File: config.mk
export PLATFORM = sky130hd
export DESIGN_NAME = from_serial
export DESIGN_NICKNAME = d
export VERILOG_FILES = /design/src/rtl/from_serial_pkg.sv /design/src/rtl/from_serial_lane.sv /design/src/rtl/from_serial.sv
export SDC_FILE = /design/constraint.sdc
export NUM_CORES = 1
export LEC_CHECK = 0
export CAP_MARGIN = 20
export CORE_UTILIZATION = 54
export CTS_CLUSTER_SIZE = 8
export DETAILED_ROUTE_END_ITERATION = 10
export PLACE_DENSITY_LB_ADDON = 0.1
export SETUP_SLACK_MARGIN = 0.3
export SYNTH_ARGS = -nofsm -noshare
export SYNTH_HDL_FRONTEND = slang
export SYNTH_SLANG_ARGS = --single-unit
File: constraint.sdc
create_clock -name clk -period 2.8 [get_ports clk]
set_input_delay 0.84 -clock clk [delete_from_list [all_inputs] [get_ports clk]]
set_output_delay 0.84 -clock clk [all_outputs]
set_load 0.02 [all_outputs]
File: src/rtl/from_serial_pkg.sv
// ============================================================================
// Module   : from_serial_pkg
// Brief    : Shared sizing helpers for the from_serial deserializer.
// Revision : 1.0
// ============================================================================
`default_nettype none

package from_serial_pkg;

  function automatic int ceil_div(input int a, input int b);
    return (a + b - 1) / b;
  endfunction

  // Slice counter needs at least one bit even for single-slice frames.
  function automatic int cnt_width(input int n);
    return (n <= 1) ? 1 : $clog2(n);
  endfunction

endpackage

`default_nettype wire

File: src/rtl/from_serial_lane.sv
// ============================================================================
// Module   : from_serial_lane
// Brief    : One lane: slice accumulator plus registered output word.
// Revision : 1.0
// ============================================================================
`default_nettype none

module from_serial_lane
  import from_serial_pkg::*;
#(
  parameter int BW_IN  = 2,
  parameter int BW_OUT = 8,
  parameter int NO_CYC = 4,
  parameter int CNT_W  = 2
) (
  input  logic              clk,
  input  logic              rst,
  input  logic [BW_IN-1:0]  slice_i,
  input  logic [CNT_W-1:0]  idx_i,
  input  logic              wr_en_i,
  input  logic              ld_en_i,
  output logic [BW_OUT-1:0] word_o
);

  localparam int ACC_W = NO_CYC * BW_IN;

  logic [ACC_W-1:0]  acc_q;
  logic [ACC_W-1:0]  acc_d;
  logic [ACC_W-1:0]  merged;
  logic [BW_OUT-1:0] word_q;
  logic [BW_OUT-1:0] word_d;

  // The final slice is merged combinationally so the word loads on the same edge.
  always_comb begin
    merged = acc_q;
    for (int k = 0; k < NO_CYC; k++) begin
      if (idx_i == CNT_W'(k)) begin
        merged[k*BW_IN +: BW_IN] = slice_i;
      end
    end
    acc_d  = wr_en_i ? merged : acc_q;
    word_d = ld_en_i ? merged[BW_OUT-1:0] : word_q;
  end

  always_ff @(posedge clk) begin
    if (rst) begin
      acc_q  <= '0;
      word_q <= '0;
    end else begin
      acc_q  <= acc_d;
      word_q <= word_d;
    end
  end

  assign word_o = word_q;

endmodule

`default_nettype wire

File: src/rtl/from_serial.sv
// ============================================================================
// Module   : from_serial
// Brief    : Multi-lane serial-to-parallel deserializer with truncation flag.
// Revision : 1.0
// ============================================================================
`default_nettype none

module from_serial
  import from_serial_pkg::*;
#(
  parameter int NO_CH  = 10,
  parameter int BW_IN  = 2,
  parameter int BW_OUT = 8
) (
  input  logic                          clk,
  input  logic                          rst,
  input  logic                          vld_in,
  input  logic [NO_CH-1:0][BW_IN-1:0]   data_in,
  output logic                          vld_out,
  output logic [NO_CH-1:0][BW_OUT-1:0]  data_out,
  output logic                          err_out
);

  localparam int NO_CYC = ceil_div(BW_OUT, BW_IN);
  localparam int CNT_W  = cnt_width(NO_CYC);
  localparam logic [CNT_W-1:0] CNT_LAST = CNT_W'(NO_CYC - 1);

  logic [CNT_W-1:0] cnt_q;
  logic [CNT_W-1:0] cnt_d;
  logic             vld_q;
  logic             vld_d;
  logic             err_q;
  logic             err_d;
  logic             wr_en;
  logic             ld_en;
  logic             last;

  always_ff @(posedge clk) begin
    if (rst) begin
      cnt_q <= '0;
      vld_q <= 1'b0;
      err_q <= 1'b0;
    end else begin
      cnt_q <= cnt_d;
      vld_q <= vld_d;
      err_q <= err_d;
    end
  end

  assign last = (cnt_q == CNT_LAST);

  // A valid gap while collecting discards the partial frame and flags it.
  always_comb begin
    cnt_d = cnt_q;
    vld_d = 1'b0;
    err_d = 1'b0;
    if (vld_in) begin
      if (last) begin
        cnt_d = '0;
        vld_d = 1'b1;
      end else begin
        cnt_d = cnt_q + CNT_W'(1);
      end
    end else if (cnt_q != '0) begin
      cnt_d = '0;
      err_d = 1'b1;
    end
  end

  always_comb begin
    wr_en = vld_in;
    ld_en = vld_in && last;
  end

  for (genvar g = 0; g < NO_CH; g++) begin : g_lane
    from_serial_lane #(
      .BW_IN  (BW_IN),
      .BW_OUT (BW_OUT),
      .NO_CYC (NO_CYC),
      .CNT_W  (CNT_W)
    ) u_lane (
      .clk     (clk),
      .rst     (rst),
      .slice_i (data_in[g]),
      .idx_i   (cnt_q),
      .wr_en_i (wr_en),
      .ld_en_i (ld_en),
      .word_o  (data_out[g])
    );
  end

  assign vld_out = vld_q;
  assign err_out = err_q;

endmodule

`default_nettype wire

# Word level (Yosys, flattened, before mapping)

Cells that the tools add are included.

Add/sub/neg operators: 1
Multipliers: 0
Div/mod/pow operators: 0
Magnitude comparators: 0
Equality and inequality tests: 3
Shifts and indexed selects: 0
Multiplexer cells: 45
Bitwise logic cells: 1
Reduce and logical (&&, ||, !) cells: 6

Operators with widths:

| operator            | number |
|---|---|
| $mux 2              | 43 |
| $eq 2x2->1 const B  | 2 |
| $reduce_bool 2->1   | 2 |
| $reduce_or 2->1     | 2 |
| $add 2x1->2 const B | 1 |
| $eq 2x1->1 const B  | 1 |
| $logic_not 2->1     | 1 |
| $mux 1              | 2 |
| $logic_and 1x1->1   | 1 |
| $not 1->1           | 1 |

Register bits: 164
Bits in latches: 0
Memory bits (writable): 0
ROM bits: 0
Output and inout port bits: 82
Logic and storage cells: 79
Memories kept: 0

# Logic depth before layout (Yosys ltp)

Gate-level depths: netlist of run 1.

Depth after elaboration: 3
Gate-level depth with buffers: 6
Mapped depth without buffers: 4

# Cells and area by module

A second synthesis of run 1 with hierarchy kept.

Cell total of the unflattened synthesis: 787
Area total of the unflattened synthesis: 7826.3 um^2

Modules (own cells, without submodules):

| module           | instances | cells each | area each (um^2) |
|---|---|---|---|
| from_serial_lane | 10        | 77         | 765.7 |
| from_serial      | 1         | 17         | 168.9 |

# Worst setup path after synthesis of run 1

Ideal clock, no wire load.

Path type: input port to flip-flop
Start point: input vld_in
End point: register g_lane[9].u_lane.acc_q[2]
Setup time: 130 ps
Arrival time: 1417 ps
Data required time: 2670 ps
Path slack: 1253 ps
Cell stages on the path: 4
Buffers on the path: 2
Cells stage by stage: buf_4 clkbuf_1 a21bo_2 a21oi_1

RTL lines:

| item                 | line                   | source |
|---|---|---|
| start, declared      | from_serial.sv:17      | `input logic vld_in,` |
| end signal, assigned | from_serial_lane.sv:47 | `acc_q <= '0;` |
| end signal, assigned | from_serial_lane.sv:50 | `acc_q <= acc_d;` |
| end, declared        | from_serial_lane.sv:27 | `logic [ACC_W-1:0] acc_q;` |

# Worst setup path after layout of run 1

Start point: register g_lane[8].u_lane.word_q[1]
End point: output data_out[65] (netlist name)

RTL lines:

| item                   | line                   | source |
|---|---|---|
| start, declared        | from_serial_lane.sv:30 | `logic [BW_OUT-1:0] word_q;` |
| start signal, assigned | from_serial_lane.sv:51 | `word_q <= word_d;` |
| end, declared          | from_serial.sv:20      | `output logic [NO_CH-1:0][BW_OUT-1:0] data_out,` |

No word-level cell between the ends.

==> results of run 1 <==
==> cells by family after synthesis <==
| logic type | share of synthesized area [%] |
|---|---|
| AO/OA/AOI/OAI | 33.5 |
| flip-flops | 42.7 |
| buffers and inverters | 7.34 |
| AND/OR/NAND/NOR | 6.60 |
| multiplexers | 8.90 |
| adder cells (fa/ha/maj) | 0.927 |
==> per-stage QoR <==
stage	util, %	hold slack (ns)
after CTS	68.7	0.555
after floorplan	-	0.493
after detailed placement	63.8	0.544
after global routing	68.7	0.575
final	68.7	0.550
after global placement	63.8	0.539
==> layout by cell type, fill, tap and decap left out <==
cell type,synthesis,layout
mux2i_1,60,60
clkinv_2,0,1
clkbuf_1,29,4
buf_6,9,2
clkinvlp_4,0,1
buf_4,14,9
dfxtp_1,144,144
clkbuf_8,0,6
nand2_1,1,1
ha_1,5,1
ha_2,0,3
inv_1,2,2
nand3_1,80,80
bufinv_16,0,2
nand3b_1,2,2
nor3_1,1,1
a21oi_1,142,142
or3b_1,1,1
and2_4,0,1
nor2b_1,1,1
clkdlybuf4s50_1,0,102
buf_12,0,6
a21bo_2,80,80
ha_4,0,1
clkbuf_16,0,17
a211oi_2,60,60
==> area by class of cell <==
class	count	share of cell area (%)
multi-input combinational	434	40.8
sequential	144	34.6
timing repair buffer	119	14.8
clock buffer	27	6.29
tap	168	2.53
clock inverter	4	0.872
inverter	2	0.0902
==> registers in the layout, summed over array words and instances, names as in the netlist <==
name,flops
cnt_q,2
err_out,1
g_lane.u_lane.acc_q,60
g_lane.u_lane.word_o,80
vld_out,1
==> path summary, 6_finish.rpt <==
kind	from	endpoint	slack [ns]	cells after the start
max	g_lane[8].u_lane.word_o[1]$_SDFFE_PP0P_	data_out[65]	0.52	1
min	g_lane[3].u_lane.word_o[4]$_SDFFE_PP0P_	g_lane[3].u_lane.word_o[4]$_SDFFE_PP0P_	0.55	2
max reg2reg	cnt_q[0]$_SDFFE_PP0P_	g_lane[8].u_lane.word_o[4]$_SDFFE_PP0P_	0.80	4
min reg2reg	g_lane[3].u_lane.word_o[4]$_SDFFE_PP0P_	g_lane[3].u_lane.word_o[4]$_SDFFE_PP0P_	0.55	2
==> routing by layer <==
| metal | global-route usage (%) | share of wire (%) | vias up |
|---|---|---|---|
| li1 | - | - | 2538 |
| met1 | 31.7 | 48 | 2503 |
| met2 | 37.5 | 47 | 109 |
| met3 | 4.84 | 3.9 | 13 |
| met4 | 8.31 | 1.0 | 0 |
| met5 | 0 | 0 | - |
==> report_power, final <==
group	switching [mW]	total (mW)	internal (mW)
sequential	0.0261	2.13	2.10
combinational	0.303	0.507	0.204
clock	0.817	2.27	1.45
==> worst register-to-register path, cell delays in order (launching register included) <==
cell and delay, ns:
dfxtp_1 0.45, ha_4 0.17, buf_4 0.78, a21oi_1 0.28, a211oi_2 0.24
==> metrics.md, run 1 <==
| Metric | Value |
|---|---|
| Synth Instances | `~670` |
| Slew Viols, Final | `0` |
| Pwr dens | `589 mW/mm2` |
| Clock latency on the worst-skew pair | `0.41 ns` |
| Worst-margin pin slew | `1.06 ns` |
| TritonCTS buffer count | `17` |
| First-pass GRT wire length | `24.3 mm` |
| Ys Warns | `0` |
| Synth top cells by count | `dfxtp_1, a21oi_1, a21bo_2, nand3_1` |
| Final Critical Period | `about 2.3 ns` |
| Post-Synthesis Cell Area | `0.00675 mm2` |
| WL final | `14.8 mm` |
| Top cells by area, synth | `dfxtp_1, a21bo_2, a211oi_2` |
| Global route overflow | `0` |
| MaxCap Viol Count | `0` |
| Crit path DAT | `1.44 ns` |
| Area added between synthesis and finish | `23.3%` |
| Final hold violation count | `0` |
| Crit path cell chain | `clkdlybuf4s50_1` |
| Number of synthesized flops with an enable pin | `0` |
| DRT antenna net count | `0` |
| Residual DRC count | `0` |
| Placed instance count | `around 870` |
| DRT Pass-1 Iters | `4` |
| Row cnt | `40` |
| Initial Utilization | `a little under three fifths` |
| Total track usage | `23.5%` |
| Critical Path Source Type | `flop` |
| # diodes | `0` |
| Sequential share of the synthesized area | `42.7%` |
| Core area | `0.0121 mm2` |
| Die H | `114 um` |
| Post-route cell area | `about 0.0083 mm2` |
| Slowest CP cell | `clkdlybuf4s50_1` |
| Fin crit share | `between 80% and 90%` |
| Final Skew | `0.00602 ns` |
| Max H-tree Level | `4` |
| Worst path bufs/invs | `1` |
| DIE WIDTH | `between 100 and 150 um` |
| WP data required | `1.96 ns` |
| Largest net degree at the start of global routing | `115` |
| Area of the multi-input gates | `about 0.0034 mm2` |
| Initial DRC Count | `between 200 and 300` |
| Unrepaired setup endpoints after global routing | `no` |
| Setup_tns | `0 ns` |
| Min-delay worst type | `flop to flop` |
| Total power | `4.90 mW` |
| Max FO, Critical Path | `2` |
| Setup ws final | `0.522 ns` |
| Vias per cell | `5.75` |
| Routed length per placed instance | `16.5 um` |
| Port-buffer cells | `~100` |
| Synthesis-stage register bit count | `144` |
| Top delay family on crit path | `buffers and inverters` |
| Routability cong. | `0.712` |
| Synthesized area per cell | `10.1 um2` |
| Most frequent cell after synthesis | `dfxtp_1` |
| Io pins | `105` |
| Netlist cell types | `20` |
| Peak supply drop | `0.000404 V` |
| CTS tree | `yes` |
| Clock-pin slew on the worst setup and hold paths | `0.06 ns` |
| Worst slack, placed | `0.806 ns` |
| Final setup viols | `0` |
| Vias in the first global route | `~4800` |
| Die area | `0.0129 mm2` |
| Post-CTS Setup Repair Bufs | `0` |
| Initial antenna violation count | `0` |
| Fmax achieved | `between 400 and 500 MHz` |
| Clk buf depth | `2` |
| Status | `finished clean` |
| Post-layout nets | `746` |
| Via count | `roughly 5200` |
| Layout cells sized above 1 | `25.9%` |
| Critical path class | `flop to output port` |
| Post-DP Area | `0.00772 mm2` |
| Layout Cells excl Fill | `898` |
| Root buf cell | `clkbuf_16` |
| CP Capture Type | `output port` |
| Post-DP HPWL | `roughly 8.7 mm` |
| CTS resizes | `0` |
| Clock Sinks | `144` |
| Lkg Pwr | `2.79 nW` |
| Sequential cell area | `0.00288 mm2` |
| CTS Hold Bufs | `0` |
| Rel. slew slack | `29.6%` |
| Post-synth top area share | `42.7%` |
| Syn Nets | `just under 700` |
| CP peak stage delay | `0.63 ns` |
| # fillers | `953` |
| Async S/R FF share, synth | `0%` |
| Post-synth top area cell | `dfxtp_1` |
| Main synth FF type | `dfxtp_1` |
Power figures use the tool's default switching activity.
==> run 2: changes to the inputs <==
--- a/config.mk
+++ b/config.mk
@@ -6,7 +6,7 @@
 export NUM_CORES = 1
 export LEC_CHECK = 0
 export CAP_MARGIN = 20
-export CORE_UTILIZATION = 54
+export CORE_UTILIZATION = 48
 export CTS_CLUSTER_SIZE = 8
 export DETAILED_ROUTE_END_ITERATION = 10
 export PLACE_DENSITY_LB_ADDON = 0.1
==> constraint.sdc (replaced) <==
create_clock -name clk -period 2.06 [get_ports clk]
set_input_delay 0.618 -clock clk [delete_from_list [all_inputs] [get_ports clk]]
set_output_delay 0.618 -clock clk [all_outputs]
set_load 0.02 [all_outputs]
==> metrics.md, run 2 (synthesized netlist as in run 1, its figures left out) <==
| Metric | Value |
|---|---|
| DIE WIDTH | `121 um (+6.0%)` |
| Clock Sinks | `144 (unchanged)` |
| Post-DP Area | `0.00781 mm2 (+1.1%)` |
| WP data required | `1.44 ns (-0.52 ns)` |
| Slowest CP cell | `dfxtp_1` |
| # diodes | `0 (unchanged)` |
| Worst min-delay path endpoint | `g_lane[5].u_lane.word_o[2]$_SDFFE_PP0P_` |
| Vias in the first global route | `4768 (-1.6%)` |
| CTS Hold Bufs | `0 (unchanged)` |
| Area of the multi-input gates | `0.00339 mm2 (unchanged)` |
| CP Capture Type | `output port` |
| Final hold violation count | `0 (unchanged)` |
| Flop2flop setup slack | `0.41 ns (-0.39 ns)` |
| Initial DRC Count | `360 (+29%)` |
| Crit path DAT | `1.11 ns (-0.33 ns)` |
| Worst path bufs/invs | `1 (unchanged)` |
| Max H-tree Level | `4 (unchanged)` |
| Clock latency on the worst-skew pair | `0.42 ns (about the same)` |
| Fmax achieved | `579 MHz` |
| Total track usage | `21.3% (-2.2 points)` |
| Pwr dens | `792 mW/mm2 (+35%)` |
| Worst-margin pin slew | `0.461 ns (-0.596 ns)` |
| Port-buffer cells | `104 (unchanged)` |
| Max FO, Critical Path | `2 (unchanged)` |
| Setup ws final | `0.333 ns (-0.189 ns)` |
| Critical path class | `flop to output port` |
| Fin crit share | `83.8%` |
| Crit path cell chain | `dlygate4sd2_1` |
| Routed length per placed instance | `16.4 um (-0.51%)` |
| Final setup viols | `0 (unchanged)` |
| Area added between synthesis and finish | `22.9%` |
| Clock-pin slew on the worst setup and hold paths | `0.06 ns (about the same)` |
| Io pins | `105 (unchanged)` |
| Global route overflow | `0 (unchanged)` |
| Post-CTS Setup Repair Bufs | `0 (unchanged)` |
| Die area | `0.0145 mm2 (+12%)` |
| Core area | `0.0135 mm2 (+11%)` |
| Hold path cells | `2 (unchanged)` |
| Layout cells sized above 1 | `26.9% (+0.99 points)` |
| Worst R2R Path Depth | `5 (+1)` |
| Total power | `6.57 mW (+34%)` |
| Lkg Pwr | `3.15 nW (+13%)` |
| Final core occ | `61.6% (-7.1 points)` |
| Sequential cell area | `0.00288 mm2 (unchanged)` |
| # fillers | `1173 (+23%)` |
| Commonest non-fill, non-tap cells in the layout | `dfxtp_1, a21oi_1, nand3_1, a21bo_2, dlygate4sd2_1` |
| Final Skew | `0.00619 ns (+0.000165 ns)` |
| Residual DRC count | `0 (unchanged)` |
| Die H | `121 um (+6.0%)` |
| TritonCTS buffer count | `17 (unchanged)` |
| Setup_tns | `0 ns (unchanged)` |
| Min-delay worst type | `flop to flop` |
| Initial Utilization | `50.2% (-5.6 points)` |
| HP Start | `g_lane[5].u_lane.word_o[2]$_SDFFE_PP0P_` |
| DRT antenna net count | `0 (unchanged)` |
| Unrepaired setup endpoints after global routing | `yes` |
| Vias per cell | `5.63 (-2.1%)` |
| Routability cong. | `0.749 (+5.2%)` |
| Rel. slew slack | `69.3% (+40 points)` |
| Initial antenna violation count | `0 (unchanged)` |
| Leading cell type in the layout, fill and taps excluded | `dfxtp_1` |
| CTS tree | `yes` |
| Clk buf depth | `2 (unchanged)` |
| Critical path depth in cells | `1 (unchanged)` |
| Max FFs per register | `80 (unchanged)` |
| Critical Path Source Type | `flop` |
| Final Critical Period | `1.73 ns` |
| Final hold slack | `0.552 ns (+0.00202 ns)` |
| Row cnt | `42 (+5.0%)` |
| CP peak stage delay | `0.35 ns (-0.28 ns)` |
| Largest net degree at the start of global routing | `62 (-46%)` |
| WL final | `14.9 mm (+0.71%)` |
| Status | `finished clean` |
| Layout Cells excl Fill | `909 (+1.2%)` |
| Via count | `5116 (-0.91%)` |
| Post-DP HPWL | `8.79 mm (+1.5%)` |
| Root buf cell | `clkbuf_16` |
| Post-layout nets | `749 (+0.40%)` |
| First-pass GRT wire length | `24.6 mm (+1.2%)` |
| Post-route cell area | `0.00829 mm2 (-0.33%)` |
| MaxCap Viol Count | `0 (unchanged)` |
| DRT Pass-1 Iters | `6 (+2)` |
| Peak supply drop | `0.000524 V (+30%)` |
| Worst slack, placed | `0.332 ns (-0.474 ns)` |
| Placed instance count | `878 (+1.3%)` |
| FF-to-FF End | `g_lane[4].u_lane.word_o[4]$_SDFFE_PP0P_` |
| Slew Viols, Final | `0 (unchanged)` |
| R2R Path Start | `cnt_q[0]$_SDFFE_PP0P_` |
| Top delay family on crit path | `flip-flops` |
[run 2: layer usage]
| metal | part of all wire, % | up-vias | global-route usage, % |
|---|---|---|---|
| li1 | - | 2539 | - |
| met5 | 0 | - | 0 |
| met2 | 45 | 111 | 32.2 |
| met1 | 49 | 2448 | 29.1 |
| met4 | 1.3 | 0 | 7.87 |
| met3 | 4.8 | 18 | 5.57 |
[run 2: how the worst max path moves through the flow]
stage	start	to	slack, ns
2_1_floorplan	cnt_q[0]$_SDFFE_PP0P_	g_lane[0].u_lane.acc_q[0]$_SDFFE_PP0P_	0.71
3_3_place_gp	data_in[5]	g_lane[2].u_lane.word_o[5]$_SDFFE_PP0P_	0.35
3_5_place_dp	data_in[5]	g_lane[2].u_lane.word_o[5]$_SDFFE_PP0P_	0.33
4_1_cts	g_lane[8].u_lane.word_o[5]$_SDFFE_PP0P_	data_out[69]	0.29
5_1_grt	g_lane[8].u_lane.word_o[5]$_SDFFE_PP0P_	data_out[69]	0.27
6_report	g_lane[2].u_lane.word_o[1]$_SDFFE_PP0P_	data_out[17]	0.33
[run 2: cell type report]
class / count / area share (%)
Timing Repair Buffer: 122 / 14.6
Sequential cell: 144 / 34.8
Clock inverter: 5 / 0.604
Tap cell: 176 / 2.66
Clock buffer: 26 / 6.38
Inverter: 2 / 0.0905
Multi-Input combinational cell: 434 / 40.9
[run 2: power breakdown]
part	switching [mW]	leakage [nW]	total (mW)	internal (mW)
Combinational	0.419	1.69	0.698	0.280
Sequential	0.0334	1.17	2.89	2.85
Clock	1.11	0.292	2.98	1.87
[run 2: what timing repair did]
item,4_1_cts,5_1_grt
endpoints found under the setup margin,82,19
pin swaps,0,0
endpoints found under the hold margin,0,0
gates resized for setup,84,20
